$ cat src/rtl/spi_target_pkg.sv
// Shared definitions for the SPI target and its companion SPI master.
//   state_e           : target FSM states
//   SPI_MODE          : SPI mode used on the link (3: CPOL=1, CPHA=1)
//   SPI_SIZE_DEFAULT  : default frame length in bits
//   SCK_IDLE          : idle level of SCK implied by SPI_MODE
package spi_target_pkg;

    localparam int unsigned SPI_MODE         = 3;
    localparam int unsigned SPI_SIZE_DEFAULT = 40;
    localparam logic        SCK_IDLE         = (SPI_MODE >= 2);

    typedef enum logic [1:0] {
        WAIT_IDLE = 2'd0,
        IDLE      = 2'd1,
        SHIFT     = 2'd2,
        DONE      = 2'd3
    } state_e;

endpackage

$ cat src/rtl/spi_target_synchronizer.sv
// Multi-flop synchronizer for asynchronous single-bit inputs, bundled WIDTH wide.
//   clk_in      : destination clock
//   reset_n_in  : asynchronous active-low reset; every stage loads RESET_VAL
//   async_in    : asynchronous inputs
//   sync_out    : inputs after STAGES flops (STAGES >= 2)
module spi_target_synchronizer #(
    parameter int unsigned      WIDTH     = 1,
    parameter int unsigned      STAGES    = 2,
    parameter logic [WIDTH-1:0] RESET_VAL = '0
) (
    input  logic             clk_in,
    input  logic             reset_n_in,
    input  logic [WIDTH-1:0] async_in,
    output logic [WIDTH-1:0] sync_out
);

    // Stage 0 is the first flop after the pin, stage STAGES-1 feeds the logic.
    logic [STAGES-1:0][WIDTH-1:0] sync_q;
    logic [STAGES-1:0][WIDTH-1:0] sync_d;

    always_comb begin
        sync_d = {sync_q[STAGES-2:0], async_in};
    end

    always_ff @(posedge clk_in or negedge reset_n_in) begin
        if (!reset_n_in) begin
            sync_q <= {STAGES{RESET_VAL}};
        end else begin
            sync_q <= sync_d;
        end
    end

    assign sync_out = sync_q[STAGES-1];

endmodule

$ cat src/rtl/spi_target.sv
// SPI responder (mode 3, MSB first). Oversamples SCK/CS_n/MOSI on clk_in,
// captures one SIZE-bit word per chip-select window and shifts a reply word
// out on MISO in the same frame.
//   clk_in, reset_n_in : system clock (>= 8x SCK), async active-low reset
//   sck_in, cs_n_in,
//   mosi_in            : asynchronous SPI inputs
//   tx_data_in         : reply word, sampled at frame start
//   r_miso_out         : serial reply bit
//   r_miso_oe_out      : high while selected
//   r_rx_data_out      : last correctly sized received word
//   r_valid_out        : one-cycle pulse, r_rx_data_out updated
//   r_error_out        : one-cycle pulse, frame length != SIZE
//   r_busy_out         : high from frame start to frame end
module spi_target
    import spi_target_pkg::*;
#(
    parameter int unsigned SIZE        = SPI_SIZE_DEFAULT,
    parameter int unsigned SYNC_STAGES = 2
) (
    input  logic            clk_in,
    input  logic            reset_n_in,
    input  logic            sck_in,
    input  logic            cs_n_in,
    input  logic            mosi_in,
    input  logic [SIZE-1:0] tx_data_in,
    output logic            r_miso_out,
    output logic            r_miso_oe_out,
    output logic [SIZE-1:0] r_rx_data_out,
    output logic            r_valid_out,
    output logic            r_error_out,
    output logic            r_busy_out
);

    localparam int unsigned CW = $clog2(SIZE + 2);

    logic [2:0] sync_out;
    logic       mosi_s, sck_s, cs_s;
    logic       sck_h_q, cs_h_q;
    logic       cs_fall, cs_rise, sck_rise, sck_fall;

    spi_target_synchronizer #(
        .WIDTH     (3),
        .STAGES    (SYNC_STAGES),
        .RESET_VAL ({1'b0, SCK_IDLE, 1'b0})
    ) u_sync (
        .clk_in     (clk_in),
        .reset_n_in (reset_n_in),
        .async_in   ({mosi_in, sck_in, cs_n_in}),
        .sync_out   (sync_out)
    );

    assign {mosi_s, sck_s, cs_s} = sync_out;

    assign cs_fall  =  cs_h_q  & ~cs_s;
    assign cs_rise  = ~cs_h_q  &  cs_s;
    assign sck_rise = ~sck_h_q &  sck_s;
    assign sck_fall =  sck_h_q & ~sck_s;

    state_e          state_q, state_d;
    // The MSB of the reply goes straight to MISO at frame start, so the
    // shifter only holds the SIZE-1 bits still to be sent.
    logic [SIZE-2:0] tx_shift_q, tx_shift_d;
    logic [SIZE-1:0] rx_shift_q, rx_shift_d;
    logic [CW-1:0]   cnt_q, cnt_d;
    logic            miso_q, miso_d;
    logic            oe_q, oe_d;
    logic            busy_q, busy_d;
    logic [SIZE-1:0] rx_data_q, rx_data_d;
    logic            valid_q, valid_d;
    logic            error_q, error_d;

    always_comb begin
        state_d    = state_q;
        tx_shift_d = tx_shift_q;
        rx_shift_d = rx_shift_q;
        cnt_d      = cnt_q;
        miso_d     = miso_q;
        oe_d       = oe_q;
        busy_d     = busy_q;
        rx_data_d  = rx_data_q;
        valid_d    = 1'b0;
        error_d    = 1'b0;

        case (state_q)
            WAIT_IDLE: begin
                if (cs_s) begin
                    state_d = IDLE;
                end
            end
            IDLE: begin
                if (cs_fall) begin
                    tx_shift_d = tx_data_in[SIZE-2:0];
                    rx_shift_d = '0;
                    cnt_d      = '0;
                    miso_d     = tx_data_in[SIZE-1];
                    oe_d       = 1'b1;
                    busy_d     = 1'b1;
                    state_d    = SHIFT;
                end
            end
            SHIFT: begin
                // CS release takes priority over an SCK edge in the same cycle.
                if (cs_rise) begin
                    state_d = DONE;
                end else if (sck_rise) begin
                    rx_shift_d = {rx_shift_q[SIZE-2:0], mosi_s};
                    if (cnt_q != CW'(SIZE + 1)) begin
                        cnt_d = cnt_q + CW'(1);
                    end
                end else if (sck_fall && (cnt_q != '0)) begin
                    // Leading falling edge (no bit sampled yet) keeps the MSB on MISO.
                    miso_d     = tx_shift_q[SIZE-2];
                    tx_shift_d = {tx_shift_q[SIZE-3:0], 1'b0};
                end
            end
            DONE: begin
                if (cnt_q == CW'(SIZE)) begin
                    rx_data_d = rx_shift_q;
                    valid_d   = 1'b1;
                end else begin
                    error_d   = 1'b1;
                end
                oe_d    = 1'b0;
                busy_d  = 1'b0;
                miso_d  = 1'b0;
                state_d = IDLE;
            end
            default: begin
                state_d = WAIT_IDLE;
            end
        endcase
    end

    always_ff @(posedge clk_in or negedge reset_n_in) begin
        if (!reset_n_in) begin
            state_q    <= WAIT_IDLE;
            sck_h_q    <= SCK_IDLE;
            cs_h_q     <= 1'b0;
            tx_shift_q <= '0;
            rx_shift_q <= '0;
            cnt_q      <= '0;
            miso_q     <= 1'b0;
            oe_q       <= 1'b0;
            busy_q     <= 1'b0;
            rx_data_q  <= '0;
            valid_q    <= 1'b0;
            error_q    <= 1'b0;
        end else begin
            state_q    <= state_d;
            sck_h_q    <= sck_s;
            cs_h_q     <= cs_s;
            tx_shift_q <= tx_shift_d;
            rx_shift_q <= rx_shift_d;
            cnt_q      <= cnt_d;
            miso_q     <= miso_d;
            oe_q       <= oe_d;
            busy_q     <= busy_d;
            rx_data_q  <= rx_data_d;
            valid_q    <= valid_d;
            error_q    <= error_d;
        end
    end

    assign r_miso_out    = miso_q;
    assign r_miso_oe_out = oe_q;
    assign r_rx_data_out = rx_data_q;
    assign r_valid_out   = valid_q;
    assign r_error_out   = error_q;
    assign r_busy_out    = busy_q;

endmodule

$ cat config.mk
export PLATFORM = sky130hd
export DESIGN_NAME = spi_target
export DESIGN_NICKNAME = d
export VERILOG_FILES = /design/src/rtl/spi_target_pkg.sv /design/src/rtl/spi_target_synchronizer.sv /design/src/rtl/spi_target.sv
export SDC_FILE = /design/constraint.sdc
export NUM_CORES = 1
export LEC_CHECK = 0
export BUFFER_PORTS_ARGS = -buffer_cell sky130_fd_sc_hd__buf_2
export CAP_MARGIN = 20
export CORE_MARGIN = 2
export CORE_UTILIZATION = 60
export CTS_CLUSTER_SIZE = 10
export DETAILED_ROUTE_END_ITERATION = 8
export PLACE_DENSITY = 0.9
export SYNTH_ARGS = -nofsm -noshare
export SYNTH_HDL_FRONTEND = slang
export SYNTH_SLANG_ARGS = --single-unit
$ cat constraint.sdc
create_clock -name clk_in -period 6.3 [get_ports clk_in]
set_input_delay 0.63 -clock clk_in [delete_from_list [all_inputs] [get_ports clk_in]]
set_output_delay 0.63 -clock clk_in [all_outputs]
set_load 0.05 [all_outputs]
; ---- After elaboration in Yosys (flattened, before gate mapping)
; Index checks and enable logic that the tools add are counted.
[totals]
register_bits = 139
in_bits = 45
[classes]
n_eq_ne = 13
add_sub_neg = 1
muxes = 29
n_reduce_logical = 13
bitwise = 8
[ops]
columns = cell, count
row1 = 39-bit two-way mux, 4
row2 = 40-bit two-way mux, 3
row3 = 40-bit case mux with 2 select lines, 1
row4 = 39-bit case mux with 2 select lines, 1
row5 = 6-bit two-way mux, 4
row6 = 5-bit AND reduction, 3
row7 = 2-bit inequality test (second input constant), 7
row8 = 6-bit case mux with 2 select lines, 1
row9 = 1-bit two-way mux, 9
row10 = 2-bit case mux with 4 select lines, 1
row11 = 6-bit by 1-bit adder with 6-bit output (second input constant), 1
row12 = 6-bit == test (second input constant), 1
row13 = 2-bit two-way mux, 3
row14 = 6-bit inequality test (second input constant), 1
row15 = 6-bit nonzero test, 1
row16 = 1-bit AND, 4
row17 = 2-bit == test (second input constant), 2
row18 = 1-bit inverter, 4
row19 = 2-bit AND reduction, 2
row20 = 4-bit AND reduction, 1
row21 = 2-bit nonzero test, 2
row22 = 1-bit case mux with 3 select lines, 1
row23 = 3-bit AND reduction, 1
row24 = 3-bit nonzero test, 1
row25 = 5 further kinds, 5

; ---- Depth between registers and ports, before layout
; Gate-level depths: netlist (run 1).
[logic_depth]
depth_word = 7
ltp_mapped = 8

; ---- By module
; A second synthesis (run 1) with hierarchy kept.
[hier_totals]
hier_cells = 521
hier_area_um2 = 5965.7
[by_module_without_submodules]
columns = mod, area_each_um2, instances, seq_area_each_um2, cells_per_inst
row1 = spi_target, 5813.1, 1, 3329.4, 515
row2 = spi_target_synchronizer, 152.6, 1, 152.6, 6

; ---- Worst setup path before layout (run 1)
; No wires, ideal clock.
[synth_timing]
path_type = register to register
start = register cnt_q[0]
end = register tx_shift_q[28]
synth_period_minus_slack_ps = 2075
setup_time_ps = 125
path_buffers = 2
t_arrival_ps = 1950
required_ps = 6175
path_slack_ps = 4225
stages_incl_launch_ff = 9
cell_sequence = dfrtp_1 -> inv_1 -> ha_1 -> or4b_1 -> o2111ai_2 -> a21oi_2 -> buf_6 -> buf_6 -> mux2_4
[synth_between]
elab_chain_cells = 4
[synth_rtl]
columns = element, line
row1 = from (decl), spi_target.sv:64  ; logic [CW-1:0] cnt_q, cnt_d;
row2 = from (signal assigned), spi_target.sv:154  ; cnt_q <= cnt_d;
row3 = 6-bit nonzero test, spi_target.sv:110  ; end else if (sck_fall && (cnt_q != '0)) begin
row4 = 1-bit logical AND, spi_target.sv:110
row5 = 2-bit inequality test (no source line), --
row6 = 5-bit AND reduction (no source line), --
row7 = to (signal assigned), spi_target.sv:152  ; tx_shift_q <= tx_shift_d;
row8 = to (decl), spi_target.sv:62  ; logic [SIZE-2:0] tx_shift_q, tx_shift_d;
; No other way between the ends.
; A chain may end at the register's enable or synchronous reset.

; ---- Final worst setup path (run 1)
[layout_timing]
start = register cnt_q[0]
end = register rx_data_q[29], in the netlist r_rx_data_out[29]
[layout_between]
elab_chain_cells = 2
[layout_rtl]
columns = element, line
row1 = 6-bit == test, spi_target.sv:117  ; if (cnt_q == CW'(SIZE)) begin
row2 = 2-bit AND reduction (no source line), --
row3 = to (signal assigned), spi_target.sv:158  ; rx_data_q <= rx_data_d;
row4 = to (decl), spi_target.sv:68  ; logic [SIZE-1:0] rx_data_q, rx_data_d;
; No other way between the ends.

==> metrics.txt, run 1 <==
Layout area overhead=19.3%; post-synthesis register bit count=139; vias=3873; clock power share=33.0%; largest net degree at the start of global routing=100; PortBufs=89; First-pass DRT Iterations=5; clk_lat worst skew=0.53 ns; total gr overflow=0; Root Buffer=clkbuf_8; maximum buffer depth of the clock tree=2; post-synthesis compound-gate area fraction=2.86%; CTS hold repair buffers=0; switching power=0.905 mW; Multi-input gate area=0.00239 mm²; RSZ-0062 raised after global routing=false; Worst setup EP type=flip-flop; gpl congestion=0.730; Min-Delay Path Class=input port to async pin; Final period util=39.2%; antenna cells=0; first-pass GRT wire length=20.6 mm; vias in the first global route=4187; Die ar.=0.0111 mm²; Worst EP required=6.71 ns; Reg area=0.00348 mm²; maxcap violations=0; count of final setup violators=0; Die Y=105 µm; post-route setup TNS=0 ns; clock transition at the registers of the reported paths=0.06 ns; Post-Synth Simple-Gate Area=4.95%; pwr/cell area=416 mW/mm²; CTS tree=yes; Mean Syn Cell Area=13.0 µm²; Max FO, Critical Path=41; proportion of synthesized chip area in sequential cells=56.5%; Ys Warns=0; clock sinks=139; post-synthesis mux area share=28.9%; hpwl dp=7.42 mm; WHS=0.138 ns; # Post-CTS Setup Buffers=0; most common cell after layout, fill and taps aside=dfrtp_1; Nets=615; startpoint types=flip-flop; Fin. Hold Viols=0; Tightest Pin Transition=0.987 ns; Chip Width=105 µm; Ports=90; Starting Density=60.8%; core area=0.0101 mm²; FP Rows=37; Setup WS post-layout=3.83 ns; Fillers=602; Synth Area in Adders=1.62%; Post-DRT Antenna Nets=0; crit path DAT=2.88 ns; DRC violations left=0; sequential share of power=37.6%; wire per inst=17.7 µm; Synth Instances=475; initial antenna violation count=0; Synth Area in XOR/XNOR=0%; Mapped Nets=528; final worst clock skew=0.00773 ns; CTS Buf Count=17; Max VDD drop=0.225 mV; library cells used by synthesis=38; largest family of logic cells by synthesized area=multiplexers; Cell Area, Synth=0.00617 mm²; Final Max Slew Viols=0; Via density=5.45; commonest cells after routing, fill and taps aside=136 x dfrtp_1, 109 x mux2_2, 88 x buf_2, 53 x inv_1, 45 x nand2_1; H-Tree Depth=4; min Tclk post-route=2.47 ns; Int Power=2.15 mW; P_leak=3.68 nW; fmax=0.405 GHz; Sw Ratio=29.6%; Global Route Usage Sum=24.0%; critical setup path kind=flip-flop to flip-flop; status=completed; total wire length=12.6 mm; layout cells sized above 1=43.5%; Setup Slack @ Placement=3.33 ns; combinational power share=29.4%; Initial DRC Count=254; Worst slew margin=34.0%; CTS resizes=0
==> logic make-up (layout without fill, tap and decap cells) <==
kind of cell / Yosys count / after routing
AOI/OAI and AO/OA: 21 / 21
DFF: 139 / 139
adders and majority gates: 8 / 8
buffers and inverters: 78 / 178
and+or+nand+nor: 69 / 69
muxes: 160 / 160
==> final timing paths <==
path                                      end  slack (ns)              from  depth (start not counted)
max reg2reg                 r_rx_data_out[29]        3.83          cnt_q[0]                          5
min                            tx_shift_q[24]        0.14        reset_n_in                          1
min in group clk_in          u_sync.sync_d[4]        0.20            sck_in                          1
min reg2reg                u_sync.sync_out[2]        0.35  u_sync.sync_d[5]                          0
max in group asynchronous   r_rx_data_out[38]        4.98        reset_n_in                          2
max                         r_rx_data_out[29]        3.83          cnt_q[0]                          5
==> state kept, by name, indices dropped and copies added (netlist names), 2 cells and up <==
| signal | cells |
|---|---|
| u_sync.sync_d | 3 |
| r_rx_data_out | 40 |
| tx_shift_q | 39 |
| state_q | 2 |
| u_sync.sync_out | 3 |
| cnt_q | 6 |
| rx_shift_q | 40 |
==> cell usage after synthesis, drive strengths merged <==
| cell type | number | area [µm²] |
|---|---|---|
| dfrtp | 136 | 3400 |
| mux2 | 118 | 1360 |
| inv | 53 | 199 |
| nand2 | 46 | 173 |
| mux2i | 42 | 420 |
| buf | 15 | 83.8 |
| clkbuf | 10 | 37.5 |
| ha | 8 | 100 |
| nand3 | 5 | 25.0 |
| a21oi | 4 | 23.8 |
| nor2 | 4 | 15.0 |
| dfstp | 3 | 78.8 |
| nor3 | 3 | 15.0 |
| nor3b | 3 | 22.5 |
| a221o | 2 | 20.0 |
| a22o | 2 | 17.5 |
| and3 | 2 | 12.5 |
| nand2b | 2 | 12.5 |
| o21ai | 2 | 10.0 |
| o32ai | 2 | 17.5 |
| a21bo | 1 | 10.0 |
| a21boi | 1 | 7.51 |
| a21o | 1 | 7.51 |
| a221oi | 1 | 8.76 |
| a41o | 1 | 10.0 |
| nand3b | 1 | 7.51 |
| nand4 | 1 | 6.26 |
| nor2b | 1 | 6.26 |
| o2111a | 1 | 11.3 |
| o2111ai | 1 | 15.0 |
| o221ai | 1 | 8.76 |
| o22a | 1 | 8.76 |
| or4b | 1 | 10.0 |
==> worst max-delay path: stages, from the launching register on <==
cell and delay (ns):
dfrtp_1 0.42, inv_1 0.13, ha_1 0.18, nor3b_1 0.41, nand2_2 0.67, mux2_2 0.52
==> per-layer routing <==
layer  track usage (%)  routed length [µm]  vias up
li1                  -                   -     1773
met1              28.6                5160     1973
met2              41.2                6650      106
met3              7.05                 546       21
met4              9.43                 202        0
met5                 0                   0        -
==> final cells by class <==
cell class / count / area share (%)
clock buffers: 22 / 6.29
clock inverters: 10 / 1.89
inverters: 53 / 2.70
multi-input cells: 258 / 32.5
flip-flops and latches: 139 / 47.3
well taps: 136 / 2.31
repair buffers: 93 / 6.99
==> through the flow <==
step           utilization, %  power (mW)  std cells  instance area, µm²
3_5_place_dp             66.1        2.02        677                6710
6_report                 72.6        3.06        711                7360
3_3_place_gp             66.1        1.97        677                6710
4_1_cts                  72.1        3.05        709                7310
2_1_floorplan               -        1.87        475                6170
5_1_grt                  72.6        3.19        711                7360
==> power by group through the flow <==
stage / registers (mW) / clock network, mW / logic, mW
after floorplan: 1.15 / 0 / 0.715
after global placement: 1.14 / 0 / 0.829
after detailed placement: 1.16 / 0 / 0.868
after CTS: 1.15 / 1.02 / 0.881
after global routing: 1.17 / 1.06 / 0.965
final: 1.15 / 1.01 / 0.899
No activity file was read; power rests on OpenSTA's default activity.
==> run 2: changes to the inputs <==
--- a/config.mk
+++ b/config.mk
@@ -8,10 +8,10 @@
 export BUFFER_PORTS_ARGS = -buffer_cell sky130_fd_sc_hd__buf_2
 export CAP_MARGIN = 20
 export CORE_MARGIN = 2
-export CORE_UTILIZATION = 60
+export CORE_UTILIZATION = 57
 export CTS_CLUSTER_SIZE = 10
 export DETAILED_ROUTE_END_ITERATION = 8
-export PLACE_DENSITY = 0.9
+export PLACE_DENSITY = 0.87
 export SYNTH_ARGS = -nofsm -noshare
 export SYNTH_HDL_FRONTEND = slang
 export SYNTH_SLANG_ARGS = --single-unit
==> constraint.sdc (replaced) <==
create_clock -name clk_in -period 2.4 [get_ports clk_in]
set_input_delay 0.24 -clock clk_in [delete_from_list [all_inputs] [get_ports clk_in]]
set_output_delay 0.24 -clock clk_in [all_outputs]
set_load 0.05 [all_outputs]
==> metrics.txt, run 2 (synthesized netlist as in run 1, its figures left out) <==
status=completed (unchanged); Max VDD drop=0.713 mV (was 0.225 mV); HP Start=tx_data_in[0]; critical setup path kind=flip-flop to flip-flop (unchanged); CTS tree=yes (unchanged); FF-to-FF setup slack=0.17 ns (was 3.83 ns); DRC violations left=0 (unchanged); commonest cells after routing, fill and taps aside=136 x dfrtp_1, 109 x mux2_2, 88 x buf_2, 53 x inv_1, 45 x nand2_1 (unchanged); clock sinks=139 (unchanged); P_leak=3.72 nW (was 3.68 nW); vias in the first global route=4149 (was 4187); worst-case reg-to-reg path depth=7 (was 5); crit path DAT=2.64 ns (was 2.88 ns); clock transition at the registers of the reported paths=0.06 ns (about the same); FF-to-FF Start=cnt_q[0] (unchanged); Post-Layout Inst Area=0.00742 mm² (was 0.00736 mm²); RR Endpoint=tx_shift_q[34] (was r_rx_data_out[29]); First-pass DRT Iterations=4 (was 5); clock power share=32.1% (was 33.0%); switching power=2.35 mW (was 0.905 mW); FP Rows=37 (unchanged); min Tclk post-route=2.23 ns (was 2.47 ns); Starting Density=59.2% (was 60.8%); RSZ-0062 raised after global routing=false (unchanged); first-pass GRT wire length=19.6 mm (was 20.6 mm); most common cell after layout, fill and taps aside=dfrtp_1 (unchanged); pwr/cell area=1070 mW/mm² (was 416 mW/mm²); final worst clock skew=0.00664 ns (was 0.00773 ns); maxcap violations=0 (unchanged); sequential share of power=37.8% (was 37.6%); Global Route Usage Sum=21.8% (was 24.0%); layout cells sized above 1=43.7% (was 43.5%); Min-Delay Path Class=input port to flip-flop (was input port to async pin); Cells on Worst Hold Path=3; Final period util=92.9% (was 39.2%); PortBufs=89 (unchanged); Chip Width=108 µm (was 105 µm); Die ar.=0.0117 mm² (was 0.0111 mm²); Worst EP required=2.81 ns (was 6.71 ns); total gr overflow=0 (unchanged); Worst slew margin=64.1% (was 34.0%); worst-path cell chain=inv_1 -> ha_1 -> or4b_1 -> o2111ai_2 -> a21oi_4 -> buf_12 -> mux2_4 (was inv_1 -> ha_1 -> nor3b_1 -> nand2_2 -> mux2_2); total wire length=11.5 mm (was 12.6 mm); fmax=0.449 GHz (was 0.405 GHz); Sw Ratio=29.6% (about the same); Hold EP=tx_shift_q[0]; Die Y=108 µm (was 105 µm); largest net degree at the start of global routing=58 (was 100); vias=3820 (was 3873); Worst setup EP type=flip-flop (unchanged); Via density=5.31 (was 5.45); Placement Cell Area=0.00680 mm² (was 0.00671 mm²); wire per inst=16.0 µm (was 17.7 µm); Ports=90 (unchanged); maximum buffer depth of the clock tree=2 (unchanged); combinational power share=30.1% (was 29.4%); Int Power=5.58 mW (was 2.15 mW); startpoint types=flip-flop (unchanged); Max FO, Critical Path=39 (was 41); Critical Path Slowest Stage Cell=or4b_1 (was nand2_2); Nets=623 (was 615); Fin. Hold Viols=0 (unchanged); clk_lat worst skew=0.53 ns (about the same); core area=0.0104 mm² (was 0.0101 mm²); Initial DRC Count=179 (was 254); post-route setup TNS=0 ns (unchanged); gpl congestion=0.830 (was 0.730); count of final setup violators=0 (unchanged); Post-DRT Antenna Nets=0 (unchanged); H-Tree Depth=4 (unchanged); antenna cells=0 (unchanged); Max stage delay on crit path=0.46 ns (was 0.67 ns); initial antenna violation count=0 (unchanged); Final Max Slew Viols=0 (unchanged); hpwl dp=7.40 mm (was 7.42 mm); Root Buffer=clkbuf_8 (unchanged); Layout area overhead=20.4% (was 19.3%); CTS Buf Count=17 (unchanged); Tightest Pin Transition=0.539 ns (was 0.987 ns)
run 2: cell types whose count changed in the layout (fill, tap and decap cells not counted), sizes merged:
cell         change
buf              +4
bufinv           -1
clkbuf           -2
clkinv           +2
clkinvlp         -2
dlygate4sd3      +4
inv              +3
run 2: final cells by class:
cell class / instances / area, µm²
flip-flops and latches: 139 / 3480
clock inverters: 12 / 138
well taps: 136 / 170
inverters: 53 / 199
repair buffers: 101 / 602
clock buffers: 20 / 445
fillers: 710 / 2990
multi-input cells: 258 / 2390
run 2: how the worst max path moves through the flow:
stage                        start             end  slack [ns]  depth (start not counted)
after global placement    cnt_q[0]  tx_shift_q[28]        0.31                          7
after CTS                 cnt_q[0]  tx_shift_q[34]        0.17                          7
after floorplan           cnt_q[0]  tx_shift_q[28]        0.33                          8
final                     cnt_q[0]  tx_shift_q[34]        0.17                          7
after detailed placement  cnt_q[0]  tx_shift_q[32]        0.21                          7
after global routing      cnt_q[1]  tx_shift_q[34]        0.08                          7
run 2: per-layer routing:
layer  wire, µm  GRT usage (%)  vias up  part of all wire, %
met1       4790           26.5     1920                   42
met4        263           9.98        0                  2.3
met2       6030           36.6       82                   52
li1           -              -     1796                    -
met3        445           5.73       22                  3.9
met5          0              0        -                    0
run 2: power by group through the flow:
stage / logic (mW) / registers [mW] / clock network, mW
2_1_floorplan: 1.88 / 3.02 / 0
3_3_place_gp: 2.28 / 3.00 / 0
3_5_place_dp: 2.39 / 3.03 / 0
4_1_cts: 2.41 / 3.00 / 2.59
5_1_grt: 2.56 / 3.04 / 2.71
6_report: 2.38 / 3.00 / 2.54
run 2: critical path: cells and delay by family, from the launching register on:
kind | cells | cell delay, ns
fa+ha+maj | 1 | 0.18
flops | 1 | 0.42
mux | 1 | 0.32
buf+inv | 2 | 0.34
compound gates | 2 | 0.38
simple gates | 1 | 0.46
run 2: stage by stage:
| stage | hold WS, ns | instances | utilization (%) | power (mW) | worst slack (ns) |
|---|---|---|---|---|---|
| after floorplan | -0.0556 | 475 | - | 4.90 | 0.325 |
| after global placement | 0.235 | 683 | 65.3 | 5.28 | 0.313 |
| after detailed placement | 0.247 | 683 | 65.3 | 5.42 | 0.211 |
| after CTS | 0.00382 | 719 | 71.3 | 8.00 | 0.169 |
| after global routing | 0.0156 | 719 | 71.3 | 8.31 | 0.0847 |
| final | 0.0123 | 719 | 71.3 | 7.93 | 0.171 |
run 2: what timing repair did:
item / CTS / global route
hold buffers: 4 / 0
gates resized for setup: 0 / 0
setup buffers: 0 / 0
endpoints found under the hold margin: 58 / 0
